[src/rtl/ioctl_sdram_loader_if.sv]
// SDRAM write-port bundle between the ioctl loader and the sdram controller.
// The loader is the master; port_ack comes back from the controller.
interface ioctl_sdram_loader_if;
  logic        port_req;
  logic        port_ack;
  logic [22:0] port_a;
  logic [1:0]  port_ds;
  logic [15:0] port_d;
  logic        port_we;

  modport master (
    output port_req, port_a, port_ds, port_d, port_we,
    input  port_ack
  );

  modport slave (
    input  port_req, port_a, port_ds, port_d, port_we,
    output port_ack
  );
endinterface

[src/rtl/ioctl_sdram_loader.sv]
// ioctl byte stream -> paired 16-bit SDRAM writes through a small FIFO and toggle req/ack.
// Optional macro LOADER_STATS_EN adds byte_count/checksum outputs.
module ioctl_sdram_loader #(
  parameter int unsigned FIFO_DEPTH  = 8,
  parameter logic [24:0] ADDR_OFFSET = 25'h0000000
) (
  input  logic                 clk_sys,
  input  logic                 res_n,
  input  logic                 ioctl_download,
  input  logic                 ioctl_wr,
  input  logic [24:0]          ioctl_addr,
  input  logic [7:0]           ioctl_dout,
  ioctl_sdram_loader_if.master sdram,
  output logic                 busy,
  output logic                 overflow,
  output logic                 rom_loaded,
  output logic                 core_reset
`ifdef LOADER_STATS_EN
  ,
  output logic [24:0]          byte_count,
  output logic [15:0]          checksum
`endif
);

  localparam int PTR_W = $clog2(FIFO_DEPTH);
  localparam logic [PTR_W:0] DEPTH_C = (PTR_W+1)'(FIFO_DEPTH);

  typedef struct packed {
    logic [22:0] a;
    logic [1:0]  ds;
    logic [15:0] d;
  } entry_t;

  typedef enum logic {S_IDLE, S_WAIT} state_t;

  logic        wr_q, dl_q;
  logic        wr_rise, dl_rise, dl_fall;
  logic [24:0] byte_a;

  always_ff @(posedge clk_sys) begin
    if (!res_n) begin
      wr_q <= 1'b0;
      dl_q <= 1'b0;
    end else begin
      wr_q <= ioctl_wr;
      dl_q <= ioctl_download;
    end
  end

  assign wr_rise = ioctl_wr & ~wr_q & ioctl_download;
  assign dl_rise = ioctl_download & ~dl_q;
  assign dl_fall = ~ioctl_download & dl_q;
  assign byte_a  = ioctl_addr - ADDR_OFFSET;

  // Holding register for an even byte waiting for its odd partner
  logic        h_vld_q, h_vld_d;
  logic [23:0] h_addr_q, h_addr_d;
  logic [7:0]  h_lo_q, h_lo_d;
  logic        ev0_vld, ev1_vld;
  entry_t      ev0, ev1, h_entry;

  always_comb begin
    h_vld_d  = h_vld_q;
    h_addr_d = h_addr_q;
    h_lo_d   = h_lo_q;
    ev0_vld  = 1'b0;
    ev0      = '0;
    ev1_vld  = 1'b0;
    ev1      = '0;
    h_entry  = {h_addr_q[22:0], 2'b01, 8'h00, h_lo_q};
    if (wr_rise) begin
      if (!byte_a[0]) begin
        ev0_vld  = h_vld_q;
        ev0      = h_entry;
        h_vld_d  = 1'b1;
        h_addr_d = byte_a[24:1];
        h_lo_d   = ioctl_dout;
      end else if (h_vld_q && (byte_a[24:1] == h_addr_q)) begin
        ev0_vld = 1'b1;
        ev0     = {h_addr_q[22:0], 2'b11, ioctl_dout, h_lo_q};
        h_vld_d = 1'b0;
      end else begin
        ev0_vld = 1'b1;
        ev1_vld = h_vld_q;
        if (h_vld_q) begin
          ev0 = h_entry;
          ev1 = {byte_a[23:1], 2'b10, ioctl_dout, 8'h00};
        end else begin
          ev0 = {byte_a[23:1], 2'b10, ioctl_dout, 8'h00};
        end
        h_vld_d = 1'b0;
      end
    end else if (dl_fall && h_vld_q) begin
      ev0_vld = 1'b1;
      ev0     = h_entry;
      h_vld_d = 1'b0;
    end
  end

  // A second push in one cycle waits in pend; strobe spacing keeps pend single-deep
  logic   pend_vld_q, pend_vld_d;
  entry_t pend_q, pend_d;
  logic   push_vld;
  entry_t push_ent;

  assign push_vld   = pend_vld_q | ev0_vld;
  assign push_ent   = pend_vld_q ? pend_q : ev0;
  assign pend_vld_d = pend_vld_q ? ev0_vld : ev1_vld;
  assign pend_d     = pend_vld_q ? ev0 : ev1;

  always_ff @(posedge clk_sys) begin
    if (!res_n) begin
      h_vld_q    <= 1'b0;
      pend_vld_q <= 1'b0;
    end else begin
      h_vld_q    <= h_vld_d;
      pend_vld_q <= pend_vld_d;
    end
    h_addr_q <= h_addr_d;
    h_lo_q   <= h_lo_d;
    pend_q   <= pend_d;
  end

  entry_t           mem_q [FIFO_DEPTH];
  logic [PTR_W-1:0] wp_q, rp_q;
  logic [PTR_W:0]   cnt_q;
  logic             fifo_empty, fifo_full, pop, push_ok, ovf_q;
  entry_t           head;

  assign fifo_empty = (cnt_q == '0);
  assign fifo_full  = (cnt_q == DEPTH_C);
  assign push_ok    = push_vld & (~fifo_full | pop);
  assign head       = mem_q[rp_q];

  always_ff @(posedge clk_sys) begin
    if (push_ok) mem_q[wp_q] <= push_ent;
  end

  always_ff @(posedge clk_sys) begin
    if (!res_n) begin
      wp_q  <= '0;
      rp_q  <= '0;
      cnt_q <= '0;
      ovf_q <= 1'b0;
    end else begin
      if (push_ok) wp_q <= wp_q + 1'b1;
      if (pop)     rp_q <= rp_q + 1'b1;
      if (push_ok && !pop)      cnt_q <= cnt_q + 1'b1;
      else if (!push_ok && pop) cnt_q <= cnt_q - 1'b1;
      if (push_vld && !push_ok) ovf_q <= 1'b1;
    end
  end

  state_t state_q, state_d;
  logic   req_q, we_q, ack_match;
  entry_t out_q;

  always_ff @(posedge clk_sys) begin
    if (!res_n) state_q <= S_IDLE;
    else        state_q <= state_d;
  end

  always_comb begin
    state_d = state_q;
    case (state_q)
      S_IDLE:  if (!fifo_empty) state_d = S_WAIT;
      S_WAIT:  if (sdram.port_ack == req_q) state_d = S_IDLE;
      default: state_d = S_IDLE;
    endcase
  end

  always_comb begin
    pop       = (state_q == S_IDLE) & ~fifo_empty;
    ack_match = (state_q == S_WAIT) & (sdram.port_ack == req_q);
  end

  // Port registers hold their value across WAIT so the controller sees a stable request
  always_ff @(posedge clk_sys) begin
    if (!res_n) begin
      req_q <= 1'b0;
      we_q  <= 1'b0;
      out_q <= '0;
    end else if (pop) begin
      req_q <= ~req_q;
      we_q  <= 1'b1;
      out_q <= head;
    end else if (ack_match) begin
      we_q  <= 1'b0;
    end
  end

  assign sdram.port_req = req_q;
  assign sdram.port_we  = we_q;
  assign sdram.port_a   = out_q.a;
  assign sdram.port_ds  = out_q.ds;
  assign sdram.port_d   = out_q.d;

  logic seen_q, rom_q, rom_d, core_rst_q, all_idle;

  assign all_idle = ~h_vld_q & ~pend_vld_q & fifo_empty & (state_q == S_IDLE);

  always_comb begin
    rom_d = rom_q;
    if (dl_rise) rom_d = 1'b0;
    else if (!ioctl_download && seen_q && all_idle) rom_d = 1'b1;
  end

  always_ff @(posedge clk_sys) begin
    if (!res_n) begin
      seen_q     <= 1'b0;
      rom_q      <= 1'b0;
      core_rst_q <= 1'b1;
    end else begin
      if (ioctl_download) seen_q <= 1'b1;
      rom_q      <= rom_d;
      core_rst_q <= ~rom_q | ioctl_download;
    end
  end

  assign busy       = ~fifo_empty | h_vld_q | pend_vld_q | (state_q == S_WAIT);
  assign overflow   = ovf_q;
  assign rom_loaded = rom_q;
  assign core_reset = core_rst_q;

`ifdef LOADER_STATS_EN
  logic [24:0] bc_q;
  logic [15:0] cs_q;

  always_ff @(posedge clk_sys) begin
    if (!res_n || dl_rise) begin
      bc_q <= '0;
      cs_q <= '0;
    end else if (push_ok) begin
      bc_q <= bc_q + 25'(push_ent.ds[1]) + 25'(push_ent.ds[0]);
      cs_q <= cs_q + {8'h00, push_ent.d[15:8] & {8{push_ent.ds[1]}}}
                   + {8'h00, push_ent.d[7:0]  & {8{push_ent.ds[0]}}};
    end
  end

  assign byte_count = bc_q;
  assign checksum   = cs_q;
`endif

endmodule
[src/flat_wrapper.sv]
// flat-port wrapper written by rule: the top's interface ports become plain ports
module ioctl_sdram_loader_flat 
#(
  parameter int unsigned FIFO_DEPTH  = 8,
  parameter logic [24:0] ADDR_OFFSET = 25'h0000000
)
  (clk_sys, res_n, ioctl_download, ioctl_wr, ioctl_addr, ioctl_dout, busy, overflow, rom_loaded, core_reset, sdram_port_req, sdram_port_a, sdram_port_ds, sdram_port_d, sdram_port_we, sdram_port_ack);
  ioctl_sdram_loader_if sdram_i ();
  input  logic clk_sys;
  input  logic res_n;
  input  logic ioctl_download;
  input  logic ioctl_wr;
  input  logic [24:0] ioctl_addr;
  input  logic [7:0] ioctl_dout;
  output logic busy;
  output logic overflow;
  output logic rom_loaded;
  output logic core_reset;
  output wire logic [$bits(sdram_i.port_req)-1:0] sdram_port_req;
  output wire logic [$bits(sdram_i.port_a)-1:0] sdram_port_a;
  output wire logic [$bits(sdram_i.port_ds)-1:0] sdram_port_ds;
  output wire logic [$bits(sdram_i.port_d)-1:0] sdram_port_d;
  output wire logic [$bits(sdram_i.port_we)-1:0] sdram_port_we;
  input wire logic [$bits(sdram_i.port_ack)-1:0] sdram_port_ack;
  assign sdram_port_req = sdram_i.port_req;
  assign sdram_port_a = sdram_i.port_a;
  assign sdram_port_ds = sdram_i.port_ds;
  assign sdram_port_d = sdram_i.port_d;
  assign sdram_port_we = sdram_i.port_we;
  assign sdram_i.port_ack = sdram_port_ack;
  ioctl_sdram_loader #(.FIFO_DEPTH(FIFO_DEPTH), .ADDR_OFFSET(ADDR_OFFSET)) u_core (.clk_sys(clk_sys), .res_n(res_n), .ioctl_download(ioctl_download), .ioctl_wr(ioctl_wr), .ioctl_addr(ioctl_addr), .ioctl_dout(ioctl_dout), .sdram(sdram_i), .busy(busy), .overflow(overflow), .rom_loaded(rom_loaded), .core_reset(core_reset));
endmodule
[config.mk]
export PLATFORM = sky130hd
export DESIGN_NAME = ioctl_sdram_loader_flat
export DESIGN_NICKNAME = d
export VERILOG_FILES = /design/src/rtl/ioctl_sdram_loader_if.sv /design/src/rtl/ioctl_sdram_loader.sv /design/src/flat_wrapper.sv
export SDC_FILE = /design/constraint.sdc
export NUM_CORES = 1
export LEC_CHECK = 0
export BUFFER_PORTS_ARGS = -buffer_cell sky130_fd_sc_hd__clkbuf_2
export CORE_MARGIN = 2
export CORE_UTILIZATION = 55
export DETAILED_ROUTE_END_ITERATION = 7
export PLACE_DENSITY = 0.73
export SYNTH_ARGS = -nofsm -noshare
export SYNTH_HDL_FRONTEND = slang
export SYNTH_SLANG_ARGS = --single-unit
[constraint.sdc]
create_clock -name clk_sys -period 11.1 [get_ports clk_sys]
set_input_delay 2.22 -clock clk_sys [delete_from_list [all_inputs] [get_ports clk_sys]]
set_output_delay 2.22 -clock clk_sys [all_outputs]
set_load 0.005 [all_outputs]
==> impl_metrics.env <==
export IMPL_ctsResizeCount=0
export IMPL_core_area_um2=32500
export IMPL_rows=66
export IMPL_grt_first_pass_wirelength_mm=54.8
export IMPL_crit_slowest_cell="o21ai_1"
export IMPL_r2r_slack_ps=7690
export IMPL_seq_area_frac_synth_pct=71.2
export IMPL_crit_fanout=9
export IMPL_synth_flop_cell="edfxtp_1"
export IMPL_dieHeight_um=185
export IMPL_drv_slew=0
export IMPL_slowest_delay_ps=560
export IMPL_clock_fmax_ghz=0.215
export IMPL_finalHoldViolations=0
export IMPL_grt_max_degree=87
export IMPL_antenna_found_initial=1
export IMPL_start_kind="primary input"
export IMPL_layout_nets=1150
export IMPL_yosys_area_top_type="edfxtp_1"
export IMPL_synth_edf_count=360
export IMPL_ys_async_sr_fraction_pct=0
export IMPL_cap_violations=0
export IMPL_slew_headroom_pct=26.3
export IMPL_skew_ps=13.5
export IMPL_syn_area_per_cell_um2=17.8
export IMPL_p_int_mw=3.19
export IMPL_finalSetupViolCount=0
export IMPL_dieArea_um2=34300
export IMPL_synth_cells=1015
export IMPL_min_path_cells=1
export IMPL_syn_area_um2=18100
export IMPL_ys_top_cells_by_area="edfxtp_1 60%, dfxtp_1 11%, mux4_2 10%"
export IMPL_clock_latency_ps=550
export IMPL_swShare_pct=25.1
export IMPL_ys_ff_latch=463
export IMPL_cts_clk_slew_worst_paths_ps=60
export IMPL_grt_overflow=0
export IMPL_gr_usage_all_layers_pct=21.5
export IMPL_postCtsHoldBufs=0
export IMPL_clockRootBuffer="clkbuf_16"
export IMPL_htreeDepth=2
export IMPL_hp_class="register to register"
export IMPL_critPathKind="primary input to register"
export IMPL_grt_pass1_vias=9459
export IMPL_power_density_nw_per_um2=209
export IMPL_routedWlPerCell_um=22.8
export IMPL_ant_nets=0
export IMPL_cp_data_arrival_time_ps=5120
export IMPL_cts_path_max_buffers=3
export IMPL_ys_warnings_count=0
export IMPL_numCtsBuffers=48
export IMPL_ys_types=47
export IMPL_ir_drop_mv=0.152
export IMPL_drtIter0Drc=922
export IMPL_port_buffer_count=84
export IMPL_drt_wl_total_mm=36.2
export IMPL_hold_end="u_core.core_reset$_SDFF_PN1_"
export IMPL_final_cell_mix="360 x edfxtp_1, 99 x dfxtp_1, 84 x clkbuf_2"
export IMPL_boundaryPins=85
export IMPL_syn2layout_area_growth_pct=13.1
export IMPL_die_x_um=185
export IMPL_r2r_start="u_core.cnt_q[0]$_SDFFE_PN0P_"
export IMPL_worstHoldStart="u_core.rom_loaded$_SDFFE_PP0P_"
export IMPL_power_combinational_fraction_pct=16.8
export IMPL_p_leak_nw=7.24
export IMPL_post_cts_setup_buffers=0
export IMPL_r2r_end="u_core.cnt_q[3]$_SDFFE_PN0P_"
export IMPL_status="finished clean"
export IMPL_syn_nets=1059
export IMPL_cts_sinks=463
export IMPL_worstMarginPinSlew_ps=1110
export IMPL_cp_required_ps=11580
export IMPL_layout_drive_gt1_share_pct=26.5
export IMPL_yosysTopAreaCellShare_pct=59.8
export IMPL_fin_setup_tns_ps=0
export IMPL_final_common_cell="edfxtp_1"
export IMPL_rsz0062_at_grt="false"
export IMPL_filler_cell_count=2281
export IMPL_antennaDiodeCount=0
export IMPL_worstPathCellList="clkbuf_2 > nand3b_1 > o21ai_0 > o21ai_1 > inv_1 > ha_1 > inv_1 > ha_1 > a21o_1 > a21oi_1 > xnor2_1 > or3_1 > a21boi_0"
export IMPL_vias=9323
export IMPL_seqPwrFrac_pct=47.3
export IMPL_detail_route_vias_per_cell=5.88
export IMPL_gp_congestion=0.768
export IMPL_critical_path_top_delay_family="compound AO/OA/AOI/OAI gates"
export IMPL_preCtsSetupSlack_ps=5900
export IMPL_finalCritPeriodShare_pct=41.8
export IMPL_p_sw_mw=1.07
export IMPL_dr_pass1_iters=4
export IMPL_setup_worst_path_start="ioctl_download"
export IMPL_pwr_share_clk_pct=35.9
export IMPL_period_needed_ps=4650
export IMPL_fin_ws_ps=6450
export IMPL_cts_tree="yes"
export IMPL_worstSetupEndpointType="register"
export IMPL_rr_worst_depth=12
export IMPL_hpwl_mm=19.5
export IMPL_critPathBufInv=3
export IMPL_drc=0
export IMPL_start_util_pct=55.7
==> final cells by class <==
cell class	count	area, µm²	area share (%)
sequential	463	12900	63.1
multi-input combinational	481	4890	23.9
clock buffer	60	1300	6.35
timing repair buffer	104	571	2.79
tap	442	553	2.71
clock inverter	28	208	1.02
inverter	8	30.0	0.147
==> power by group through the flow <==
| stage | Clock (mW) | Sequential [mW] | Combinational, mW |
|---|---|---|---|
| after global placement | 0 | 2.05 | 0.715 |
| after floorplan | 0 | 2.03 | 0.575 |
| final | 1.53 | 2.02 | 0.715 |
| after detailed placement | 0 | 2.05 | 0.728 |
| after global routing | 1.63 | 2.03 | 0.789 |
| after CTS | 1.56 | 2.02 | 0.731 |
==> cell usage after synthesis (3+ instances only) <==
library cell and number:
o211a_1 42, nor2b_1 8, buf_6 11, inv_1 7, dfxtp_1 103, a22o_1 46
and2_1 12, mux2i_1 45, nand2_1 83, and3_1 10, nand4_1 6, ha_1 5
nor3_1 5, o21ai_0 20, o21ai_1 3, nor2_1 16, nand2b_1 3, buf_1 6
xnor2_1 32, a21oi_1 6, a22oi_1 8, edfxtp_1 360, mux4_2 82, mux2_2 24
buf_2 15, clkbuf_1 29
==> worst max path at each step <==
stage,to,cells past startpoint
after floorplan,u_core.mem_q[0][0]$_DFFE_PP_,5
after global placement,u_core.cnt_q[3]$_SDFFE_PN0P_,13
after detailed placement,u_core.cnt_q[3]$_SDFFE_PN0P_,13
after CTS,u_core.cnt_q[3]$_SDFFE_PN0P_,13
after global routing,u_core.cnt_q[3]$_SDFFE_PN0P_,13
final,u_core.cnt_q[3]$_SDFFE_PN0P_,13
==> flip-flops by register name, indices dropped and copies added (netlist names), 2 cells and up <==
signal                flops
u_core.cnt_q              4
u_core.h_addr_q          24
u_core.h_lo_q             8
u_core.mem_q            328
u_core.pend_q            41
u_core.rp_q               3
u_core.sdram.port_a      23
u_core.sdram.port_d      16
u_core.sdram.port_ds      2
u_core.wp_q               3
==> cells by family after synthesis <==
| family | Yosys count | share of synthesized area (%) |
|---|---|---|
| buffers and inverters | 71 | 2.08 |
| AOI/OAI and AO/OA | 135 | 6.20 |
| xor gates and xnor gates | 33 | 1.60 |
| adders and majority gates | 6 | 0.457 |
| DFF | 463 | 71.2 |
| muxes | 151 | 14.2 |
| and+or+nand+nor | 156 | 4.20 |
==> through the flow <==
step                      util (%)  cells  hold WS (ps)  total power [mW]  cell area, µm²
after global routing          63.0   1586           454              4.45           20400
after detailed placement      58.3   1498           416              2.78           18900
after floorplan                  -   1015           406              2.60           18100
after global placement        58.3   1498           402              2.77           18900
after CTS                     63.0   1586           436              4.31           20400
final                         63.0   1586           430              4.26           20400
==> layer usage <==
layer	up-vias	GRT usage [%]	share of wire, %
met1	4792	29.6	43
met5	-	0	0.033
met2	276	35.6	49
met4	2	5.52	2.0
li1	4188	-	-
met3	65	4.03	6.2
Note: power is estimated with default switching activity, not from simulation.
